<file path="src/rtl/pump_driver.sv">
// pump_driver: hot/cold pump sequencer with minimum on/off dwell and a
// continuous-on limit, all counted in prescaler ticks.
//
// Optional feature macro: PUMP_DRYRUN_EN
//   defined   -> waterlvl_sensor == 2'b00 in any state forces FAULT
//                (left only by rst)
//   undefined -> waterlvl_sensor is ignored and fault is constant 0
//
// Ports:
//   clk                system clock, rising edge
//   rst                synchronous active-high reset
//   pump_control_hot   hot-pump request
//   pump_control_cold  cold-pump request
//   waterlvl_sensor    water level, 2'b00 = dry
//   hot_pump_en        hot pump drive (HOT_ON only)
//   cold_pump_en       cold pump drive (COLD_ON only)
//   pump_busy          HOT_ON, COLD_ON or HOLD_OFF
//   fault              FAULT state
//   timeout_pulse      one cycle at the start of a timeout-forced HOLD_OFF
//   cmd_conflict       registered: both requests were high last cycle
//
// state    | meaning
// IDLE     | pumps off, waiting for a qualified request
// HOT_ON   | hot pump driven
// COLD_ON  | cold pump driven
// HOLD_OFF | forced-off dwell after any on period
// FAULT    | dry-run detected, pumps off until rst
module pump_driver #(
  parameter int unsigned CLK_DIV       = 50000000,
  parameter int unsigned MIN_ON_TICKS  = 10,
  parameter int unsigned MIN_OFF_TICKS = 5,
  parameter int unsigned MAX_ON_TICKS  = 600
) (
  input  logic       clk,
  input  logic       rst,
  input  logic       pump_control_hot,
  input  logic       pump_control_cold,
  input  logic [1:0] waterlvl_sensor,
  output logic       hot_pump_en,
  output logic       cold_pump_en,
  output logic       pump_busy,
  output logic       fault,
  output logic       timeout_pulse,
  output logic       cmd_conflict
);

  localparam logic [31:0] DIV_LAST = 32'(CLK_DIV - 1);
  localparam logic [15:0] MIN_ON   = 16'(MIN_ON_TICKS);
  localparam logic [15:0] MIN_OFF  = 16'(MIN_OFF_TICKS);
  localparam logic [15:0] MAX_ON   = 16'(MAX_ON_TICKS);

  typedef enum logic [2:0] {
    IDLE     = 3'd0,
    HOT_ON   = 3'd1,
    COLD_ON  = 3'd2,
    HOLD_OFF = 3'd3,
    FAULT    = 3'd4
  } state_t;

  state_t      state, state_next;
  logic [31:0] presc;
  logic [15:0] dwell;
  logic        tick;
  logic        req_hot, req_cold;
  logic        dry;
  logic        timeout_hit;

  assign tick     = (presc == DIV_LAST);
  assign req_hot  = pump_control_hot & ~pump_control_cold;
  assign req_cold = pump_control_cold & ~pump_control_hot;

`ifdef PUMP_DRYRUN_EN
  assign dry = (waterlvl_sensor == 2'b00);
`else
  logic unused_waterlvl;
  assign unused_waterlvl = ^waterlvl_sensor;
  assign dry = 1'b0;
`endif

  always_ff @(posedge clk) begin
    if (rst) begin
      state         <= IDLE;
      presc         <= '0;
      dwell         <= '0;
      timeout_pulse <= 1'b0;
      cmd_conflict  <= 1'b0;
    end else begin
      state         <= state_next;
      presc         <= tick ? '0 : presc + 32'd1;
      // dwell restarts on every state change and saturates at all-ones
      if (state_next != state)
        dwell <= '0;
      else if (tick && dwell != 16'hFFFF)
        dwell <= dwell + 16'd1;
      timeout_pulse <= timeout_hit;
      cmd_conflict  <= pump_control_hot & pump_control_cold;
    end
  end

  always_comb begin
    state_next   = state;
    timeout_hit  = 1'b0;
    hot_pump_en  = 1'b0;
    cold_pump_en = 1'b0;
    pump_busy    = 1'b0;
    fault        = 1'b0;
    case (state)
      IDLE: begin
        if (dry)           state_next = FAULT;
        else if (req_hot)  state_next = HOT_ON;
        else if (req_cold) state_next = COLD_ON;
      end
      HOT_ON: begin
        hot_pump_en = 1'b1;
        pump_busy   = 1'b1;
        if (dry) state_next = FAULT;
        else if (dwell >= MAX_ON) begin
          state_next  = HOLD_OFF;
          timeout_hit = 1'b1;
        end else if (dwell >= MIN_ON && !req_hot) state_next = HOLD_OFF;
      end
      COLD_ON: begin
        cold_pump_en = 1'b1;
        pump_busy    = 1'b1;
        if (dry) state_next = FAULT;
        else if (dwell >= MAX_ON) begin
          state_next  = HOLD_OFF;
          timeout_hit = 1'b1;
        end else if (dwell >= MIN_ON && !req_cold) state_next = HOLD_OFF;
      end
      HOLD_OFF: begin
        pump_busy = 1'b1;
        if (dry)                   state_next = FAULT;
        else if (dwell >= MIN_OFF) state_next = IDLE;
      end
      FAULT: begin
        fault = 1'b1;
      end
      default: state_next = IDLE;
    endcase
  end

endmodule

</file>
<file path="config.mk">
export PLATFORM = sky130hd
export DESIGN_NAME = pump_driver
export DESIGN_NICKNAME = d
export VERILOG_FILES = /design/src/rtl/pump_driver.sv
export SDC_FILE = /design/constraint.sdc
export NUM_CORES = 1
export LEC_CHECK = 0
export ABC_AREA = 1
export CAP_MARGIN = 30
export CORE_MARGIN = 2
export CORE_UTILIZATION = 48
export CTS_CLUSTER_SIZE = 28
export DETAILED_ROUTE_END_ITERATION = 16
export GPL_TIMING_DRIVEN = 1
export HOLD_SLACK_MARGIN = 0.03
export PLACE_DENSITY = 0.68
export SYNTH_ARGS = -nofsm -noshare
export SYNTH_HDL_FRONTEND = slang
export SYNTH_SLANG_ARGS = --single-unit
</file>
<file path="constraint.sdc">
create_clock -name clk -period 1.85 [get_ports clk]
set_clock_uncertainty 0.2 [all_clocks]
set_input_delay 0.4625 -clock clk [delete_from_list [all_inputs] [get_ports clk]]
set_output_delay 0.4625 -clock clk [all_outputs]
set_load 0.1 [all_outputs]
</file>
==> flow_summary_export.csv <==
group,metric,value,unit
die,fp.dieH,86.6,um
synth,ys.flop_type,"dfxtp_1",
global_routing,grt_pass1_vias,3170,
sta,min_period_over_period,1.08,
clock_tree,clk_latency,0.30,ns
synth,synth_area_per_cell,6.59,um2
critical_path,cp_cell_sequence,"inv_4, ha_4, o21ai_2, nand3_2, nor2_4, buf_6, nor2_4, nand4_1, nand2_4, clkbuf_16, nor3_2",
run_status,violations,"negative setup slack",
clock_tree,htree_levels,2,
run,max_cap_viol_count,0,
global_routing,grt_max_degree,21,
power_and_ir_drop,p_per_area,484,nW/um2
drt,wl_per_cell,13.8,um
synth,netlist_area,3270,um2
drt,routed-via-count,3538,
clock_tree,clock_sinks,53,
cells_and_area,drive_above_1_share,0.407,
run_status,outcome,"complete, but fails checks",
global_routing,grt_use_met1,0.262,
clock_tree,cts_buffer_depth,2,
cells_and_area,fin_area,4770,um2
die,die_w,86.6,um
placement,gp_congestion,0.871,
die,die-area,7500,um2
global_routing,grt.busiest_layer,"met2",
cells_and_area,antenna_cells,0,
synth,ys_seq_area_frac,0.324,
die,fp-row-count,30,
cells_and_area,final_util,0.714,
critical_path,critical_path_class,"flop to flop",
clock_tree,cts_buffers,5,
critical_path,critPathLaunchType,"flop",
die,coreArea,6680,um2
clock_tree,cts-hold-fix-buffers,0,
critical_path,cp.arrival,2.03,ns
sta,setup_viol_count_final,19,
synth,ys_ff_latch,53,
sta,drv_slew,0,
sta,fmax,501,MHz
clock_tree,clkSlewWorstSetupHoldPaths,0.09,ns
synth,yosys_warnings,0,
critical_path,critical-path-top-delay-family,"simple AND/OR/NAND/NOR gates",
synth,postSynthCellCount,497,
die,start_util,0.490,
synth,yosysTopAreaCellShare,0.324,
synth,syn_nets,508,
global_routing,antenna_found_initial,0,
drt,drtIter0Drc,169,
sta,rsz0062_at_grt,"true",
global_routing,grt_use_met3,0.0295,
placement,post-place-ws,-0.421,ns
placement,dpl.hpwl,5860,um
synth,synth_most_common_cell,"nand2_1",
placement,portBuffers,9,
drt,dr.pass1.iters,5,
critical_path,critPathMaxFanout,8,
synth,yosys.area.top_type,"dfxtp_1",
global_routing,grt.total_usage,0.219,
hold_path,hp-class,"flop to flop",
power_and_ir_drop,leakage,2.00,nW
critical_path,crit_path_end_kind,"flop",
sta,tightest_slew,0.364,ns
critical_path,slowest_stage,"dfxtp_4",
sta,whs,0.283,ns
sta,period_needed,1.99,ns
drt,via_per_inst,5.32,
clock_tree,cts-root-buf,"clkbuf_8",
placement,place_area,3960,um2
global_routing,use_met2,0.410,
critical_path,crit_required,1.89,ns
cells_and_area,syn_to_final_growth,45.7,%
critical_path,crit_top_cell,"nor2_4",
power_and_ir_drop,ir_drop,0.358,mV
critical_path,cp.buffers_inverters,3,
critical_path,cpPeakStageDelay,0.39,ns
synth,synth_common_cells,"nand2_1, inv_1, nor2_1",
die,io_pins,12,
drt,drc,0,
sta,fin_ws,-0.145,ns
synth,async_reset_ff_frac,0,
sta,slew-limit-headroom,0.755,
cells_and_area,finalNetCount,595,
drt,ant_nets,0,
synth,synth_edf_count,0,
drt,routed_wl,9150,um
synth,netlist_top_cells_area,"dfxtp_1, nand2_1, inv_1, nor2_1, nand3_1",
global_routing,overflow,0,
clock_tree,cts_tree,"built",
synth,synth_cell_types,34,
sta,finalHoldViolCount,0,
global_routing,grt_pass1_wl,13500,um
==> layout by cell type, fill, tap and decap left out, drive strengths merged <==
cell type / netlist / layout
nand3: 27 / 27
or2: 7 / 7
dlygate4sd2: 0 / 2
xnor2: 5 / 5
o21ai: 14 / 14
and3: 3 / 3
nand2: 138 / 138
nand4: 16 / 16
dfxtp: 53 / 53
clkdlybuf4s50: 0 / 1
nor4: 4 / 4
nor3: 38 / 38
buf: 7 / 82
clkbuf: 1 / 9
a221oi: 1 / 1
nor2: 64 / 64
nand3b: 1 / 1
ha: 5 / 5
o21bai: 1 / 1
nor3b: 2 / 2
xor2: 13 / 13
a21oi: 21 / 21
inv: 73 / 73
clkinv: 0 / 2
a31oi: 3 / 3
==> stage by stage <==
stage | TNS [ns] | cells | power (mW)
floorplan | -7.45 | 497 | 1.41
global placement | -6.05 | 635 | 1.54
detailed placement | -6.83 | 635 | 1.54
CTS | -0.924 | 648 | 2.21
global route | -4.33 | 665 | 2.40
finish | -2.08 | 665 | 2.31
==> routing by layer <==
metal / up-vias / wire length [um] / share of wire
met5: - / 0 / 0
met4: 0 / 178 / 0.019
met3: 14 / 229 / 0.025
met2: 65 / 4950 / 0.54
met1: 1692 / 3800 / 0.41
li1: 1767 / - / -
==> cell type report <==
cell class,instances,area [um2]
clock buffers,6,72.6
clock inverters,2,10.0
fillers,507,1910
inverters,73,289
multi-input cells,363,2320
flip-flops and latches,53,1100
well taps,80,100
repair buffers,88,875
==> sequential cells by signal (all words and copies together), names as in the netlist <==
signal         count
cmd_conflict       1
state              3
dwell             16
timeout_pulse      1
presc             32
==> power by group <==
group          leakage [nW]  internal [mW]  switching [mW]  total (mW)
registers             0.440           1.15          0.0158        1.16
clock network        0.0450          0.263           0.365       0.629
logic                  1.51          0.209           0.304       0.513
==> repair_timing <==
action                                  4_1_cts  5_1_grt
endpoints found under the setup margin       25       47
gates cloned                                  0        4
pin swaps                                     7       27
resized for setup                            50      111
buffers inserted                              5       13
==> kinds of logic (layout without fill, tap and decap cells) <==
logic type / count (synthesis) / after routing / share of synthesized area
simple gates: 300 / 300 / 0.442
xor+xnor: 18 / 18 / 0.0482
compound gates: 40 / 40 / 0.0642
flops: 53 / 53 / 0.324
fa+ha+maj: 5 / 5 / 0.0191
buf+inv: 81 / 169 / 0.102
==> final timing paths <==
| path | from | end | slack, ns | depth (start not counted) |
|---|---|---|---|---|
| worst max register to register | dwell[1] | dwell[5] | -0.14 | 11 |
| worst max-delay path | dwell[1] | dwell[5] | -0.14 | 11 |
| worst min register to register | presc[23] | presc[23] | 0.28 | 1 |
| worst min-delay path | presc[23] | presc[23] | 0.28 | 1 |
Note: power is estimated with default switching activity, not from simulation.
==> variant 1, RTL diff (config.mk and constraints unchanged) <==
Re-encode `state_t` (5 states) as one-hot, 5 bits wide.
--- a/src/rtl/pump_driver.sv
+++ b/src/rtl/pump_driver.sv
@@ -49,12 +49,12 @@
   localparam logic [15:0] MIN_OFF  = 16'(MIN_OFF_TICKS);
   localparam logic [15:0] MAX_ON   = 16'(MAX_ON_TICKS);
 
-  typedef enum logic [2:0] {
-    IDLE     = 3'd0,
-    HOT_ON   = 3'd1,
-    COLD_ON  = 3'd2,
-    HOLD_OFF = 3'd3,
-    FAULT    = 3'd4
+  typedef enum logic [4:0] {
+    IDLE     = 5'b00001,
+    HOT_ON   = 5'b00010,
+    COLD_ON  = 5'b00100,
+    HOLD_OFF = 5'b01000,
+    FAULT    = 5'b10000
   } state_t;
 
   state_t      state, state_next;
Behaviour: no difference found for any inputs over 10 cycles, from zero or initial values and one cycle with rst high; not proved beyond that.
==> variant 1 against the original RTL <==
Synthesized cell count up 2.8%; count of clock-buffer cells in the layout down 1; total power down 0.95%; fmax down 4.9%; setup slack worse by 0.10 ns; routed wire length up 9.7%; the run still ends with negative setup slack left; sequential cell count up 2; synthesized area up 1.9%; core utilization up 4.3 points; critical path depth down 5; final area up 7.2%; highest routed layer unchanged; largest cell class unchanged.
==> variant 1: results <==
metrics = {
    "placement": {
        "hpwl_mm": 5.966,
        "routabilityCongestion": 0.9049,
    },
    "cells_and_area": {
        "largestRegisters": "presc x32, dwell x16, state x5",
        "drive_gt1_share_pct": 43.45,
    },
    "pwr": {
        "peakVddDrop_uv": 322.8,
        "internal-power_mw": 1.643,
        "p_leak_nw": 1.924,
    },
    "logic_synthesis": {
        "synth.distinct_cells": 41,
        "syn-num-nets": 522,
        "synth-seq-area-share_pct": 33.02,
        "synthTopCellsByArea": "dfxtp_1 33%, nand2_1 14%, inv_1 8.4%",
    },
    "setup_path": {
        "crit_start": "state[3]$_SDFF_PP0_",
        "critPathCaptureType": "output pin",
        "cp_top_family": "flip-flops",
        "endpoint": "pump_busy",
        "path_max_fanout": 3,
        "r2r_end": "dwell[7]$_SDFFE_PP0P_",
        "rrSetupSlack_ns": -0.20,
    },
    "run_status": {
        "failed_checks": "negative setup slack",
        "outcome": "complete, but fails checks",
    },
    "timing": {
        "setup_viol": 52,
        "setup_ws_ns": -0.2484,
    },
    "global_routing": {
        "grt_pass1_wl_mm": 15.30,
        "grt.total_usage_pct": 25.20,
        "grt_pass1_vias": 3619,
    },
    "drt": {
        "wl_per_cell_um": 14.22,
        "drt_iter0_drc": 145,
        "dr.pass1.iters": 4,
        "routed_via_density": 5.266,
    },
    "worst_hold_path": {
        "worstHoldPathCells": 2,
        "hp-start": "presc[29]$_SDFF_PP0_",
    },
}
[variant 1: worst min path at each step]
stage                                      end  slack (ns)
after detailed placement  presc[31]$_SDFF_PP0_        0.28
after floorplan            presc[0]$_SDFF_PP0_        0.23
final                     presc[29]$_SDFF_PP0_        0.32
after CTS                 presc[31]$_SDFF_PP0_        0.30
after global routing      presc[17]$_SDFF_PP0_        0.34
after global placement    presc[31]$_SDFF_PP0_        0.26
[variant 1: layout make-up]
class	instances	area, um^2
inverters	77	314.1
well taps	80	100.1
repair buffers	115	1122
clock inverters	3	15.01
flip-flops and latches	55	1129
fillers	501	1645
multi-input cells	371	2362
clock buffers	5	68.82
[variant 1: cells by family (layout without fill, tap and decap cells)]
group | Yosys count | count (layout) | share of synthesized area, %
AOI/OAI and AO/OA | 42 | 42 | 6.867
xor gates and xnor gates | 21 | 21 | 5.516
adders and majority gates | 5 | 5 | 1.876
buffers and inverters | 85 | 200 | 10.62
DFF | 55 | 55 | 33.02
and+or+nand+nor | 303 | 303 | 42.10
[variant 1: what timing repair did]
action | 4_1_cts | 5_1_grt
gates cloned | 4 | 1
pin swaps | 25 | 30
setup endpoints to repair | 52 | 52
buffers inserted | 14 | 9
gates resized for setup | 85 | 81
[variant 1: power by group through the flow]
stage	logic [mW]	clock network [mW]	registers (mW)
floorplan	0.133	0	1.24
global placement	0.258	0	1.24
detailed placement	0.261	0	1.24
CTS	0.389	0.688	1.21
global route	0.424	0.730	1.21
finish	0.404	0.670	1.21
[variant 1: worst reg2reg max path: cells and delay by family (launching register included)]
| family | cells | cell delay, ns |
|---|---|---|
| flip-flops | 1 | 0.36 |
| AND/OR/NAND/NOR | 8 | 0.88 |
| buffers and inverters | 2 | 0.31 |
| AO/OA/AOI/OAI | 1 | 0.24 |
[variant 1: through the flow]
| step | util, % | instances | instance area [um^2] | TNS (ns) |
|---|---|---|---|---|
| after global placement | 62.48 | 674 | 4222 | -10.00 |
| after CTS | 71.78 | 700 | 4850 | -5.355 |
| after detailed placement | 62.48 | 674 | 4222 | -11.48 |
| after floorplan | - | 511 | 3393 | -2.864 |
| after global routing | 75.65 | 706 | 5111 | -10.67 |
| final | 75.65 | 706 | 5111 | -5.757 |
[variant 1: routing by layer]
| layer | track usage (%) | wire length (um) |
|---|---|---|
| met1 | 28.03 | 4142 |
| met2 | 46.49 | 5218 |
| met3 | 3.791 | 329 |
| met4 | 11.75 | 350 |
| met5 | 0 | 0 |
==> variant 2, RTL diff (same settings) <==
Made on the original files. Change the parameter `MAX_ON_TICKS` from 600 to 300.
--- a/src/rtl/pump_driver.sv
+++ b/src/rtl/pump_driver.sv
@@ -29,7 +29,7 @@
   parameter int unsigned CLK_DIV       = 50000000,
   parameter int unsigned MIN_ON_TICKS  = 10,
   parameter int unsigned MIN_OFF_TICKS = 5,
-  parameter int unsigned MAX_ON_TICKS  = 600
+  parameter int unsigned MAX_ON_TICKS  = 300
 ) (
   input  logic       clk,
   input  logic       rst,
Formal check against the unedited RTL: no difference found for any inputs over 10 cycles, from zero or initial values and one cycle with rst high; that may be too few to reach the edited logic, so the function may still have changed.
==> variant 2 against the original RTL <==
The run still ends with negative setup slack left; setup slack better by 0.052 ns; global-route usage is 2.8 points higher; routed wire length is 13% higher; core utilization is 3.1 points higher; synthesized area is 2.2% higher; sequential cell count stayed put; non-clock buffer count is 15 higher; synthesized cell count is 4.8% higher; final area is 5.5% higher; total power is 3.5% higher.
==> variant 2: results <==
metrics = {
    "setup_path": {
        "cpPeakStageDelay_ns": 0.41,
    },
    "logic_synthesis": {
        "syn-num-nets": 532,
        "syn_avg_cell_area_um2": 6.419,
        "synthAdderAreaFrac_pct": 1.871,
        "synth_xor_area_share_pct": 4.976,
        "synthTopCellsByCount": "140 x nand2_1, 76 x nor2_1, 64 x inv_1",
        "synth_compound_area_share_pct": 5.874,
    },
    "global_routing": {
        "grt_max_degree": 17,
        "use_met2_pct": 45.87,
        "global_route.usage.met1_pct": 28.02,
    },
    "timing": {
        "setup_ws_ns": -0.09235,
        "setup_tns_ns": -1.276,
        "setup_viol": 18,
        "relSlewSlack_pct": 76.46,
    },
    "cells_and_area": {
        "final_nets": 634,
        "fin_cells": 704,
        "drive_gt1_share_pct": 42.47,
    },
    "placement": {
        "hpwl_mm": 6.670,
        "pre_cts_slack_ns": -0.6266,
    },
    "worst_hold_path": {
        "hp-start": "presc[31]$_SDFF_PP0_",
    },
    "run_status": {
        "outcome": "complete, but fails checks",
        "failed_checks": "negative setup slack",
    },
    "pwr": {
        "peakVddDrop_uv": 367.6,
        "power_density_nw_per_um2": 474.8,
        "clockPowerShare_pct": 28.2,
        "power_switching_mw": 0.7550,
    },
    "drt": {
        "wl_met3_um": 367,
        "vias": 3785,
    },
    "clock_network": {
        "post_cts.repair.setup_buffers": 9,
    },
}
variant 2: cell count changes in the layout (fill, tap and decap cells not counted), sizes merged, moves of 3 or more:
cell and change:
o21ai -4, inv +4, buf +17, nor2 +19, nand2 +8, nor3 -4, xor2 -3, xnor2 +4
a31oi -3, nand3 +4
variant 2: area by class of cell:
class | instances | area, um^2 | share of cell area (%)
Sequential cell | 53 | 1112 | 22.11
Timing Repair Buffer | 103 | 987.2 | 19.62
Clock inverter | 2 | 10.01 | 0.1990
Inverter | 77 | 294.0 | 5.844
Tap cell | 80 | 100.1 | 1.990
Clock buffer | 6 | 72.57 | 1.442
Multi-Input combinational cell | 383 | 2455 | 48.79
variant 2: critical path, delay by kind of cell (launching register included):
| kind | cells | cell delay [ns] |
|---|---|---|
| AOI/OAI and AO/OA | 1 | 0.06 |
| buffers and inverters | 3 | 0.28 |
| DFF | 1 | 0.41 |
| adders and majority gates | 1 | 0.15 |
| and+or+nand+nor | 7 | 0.77 |
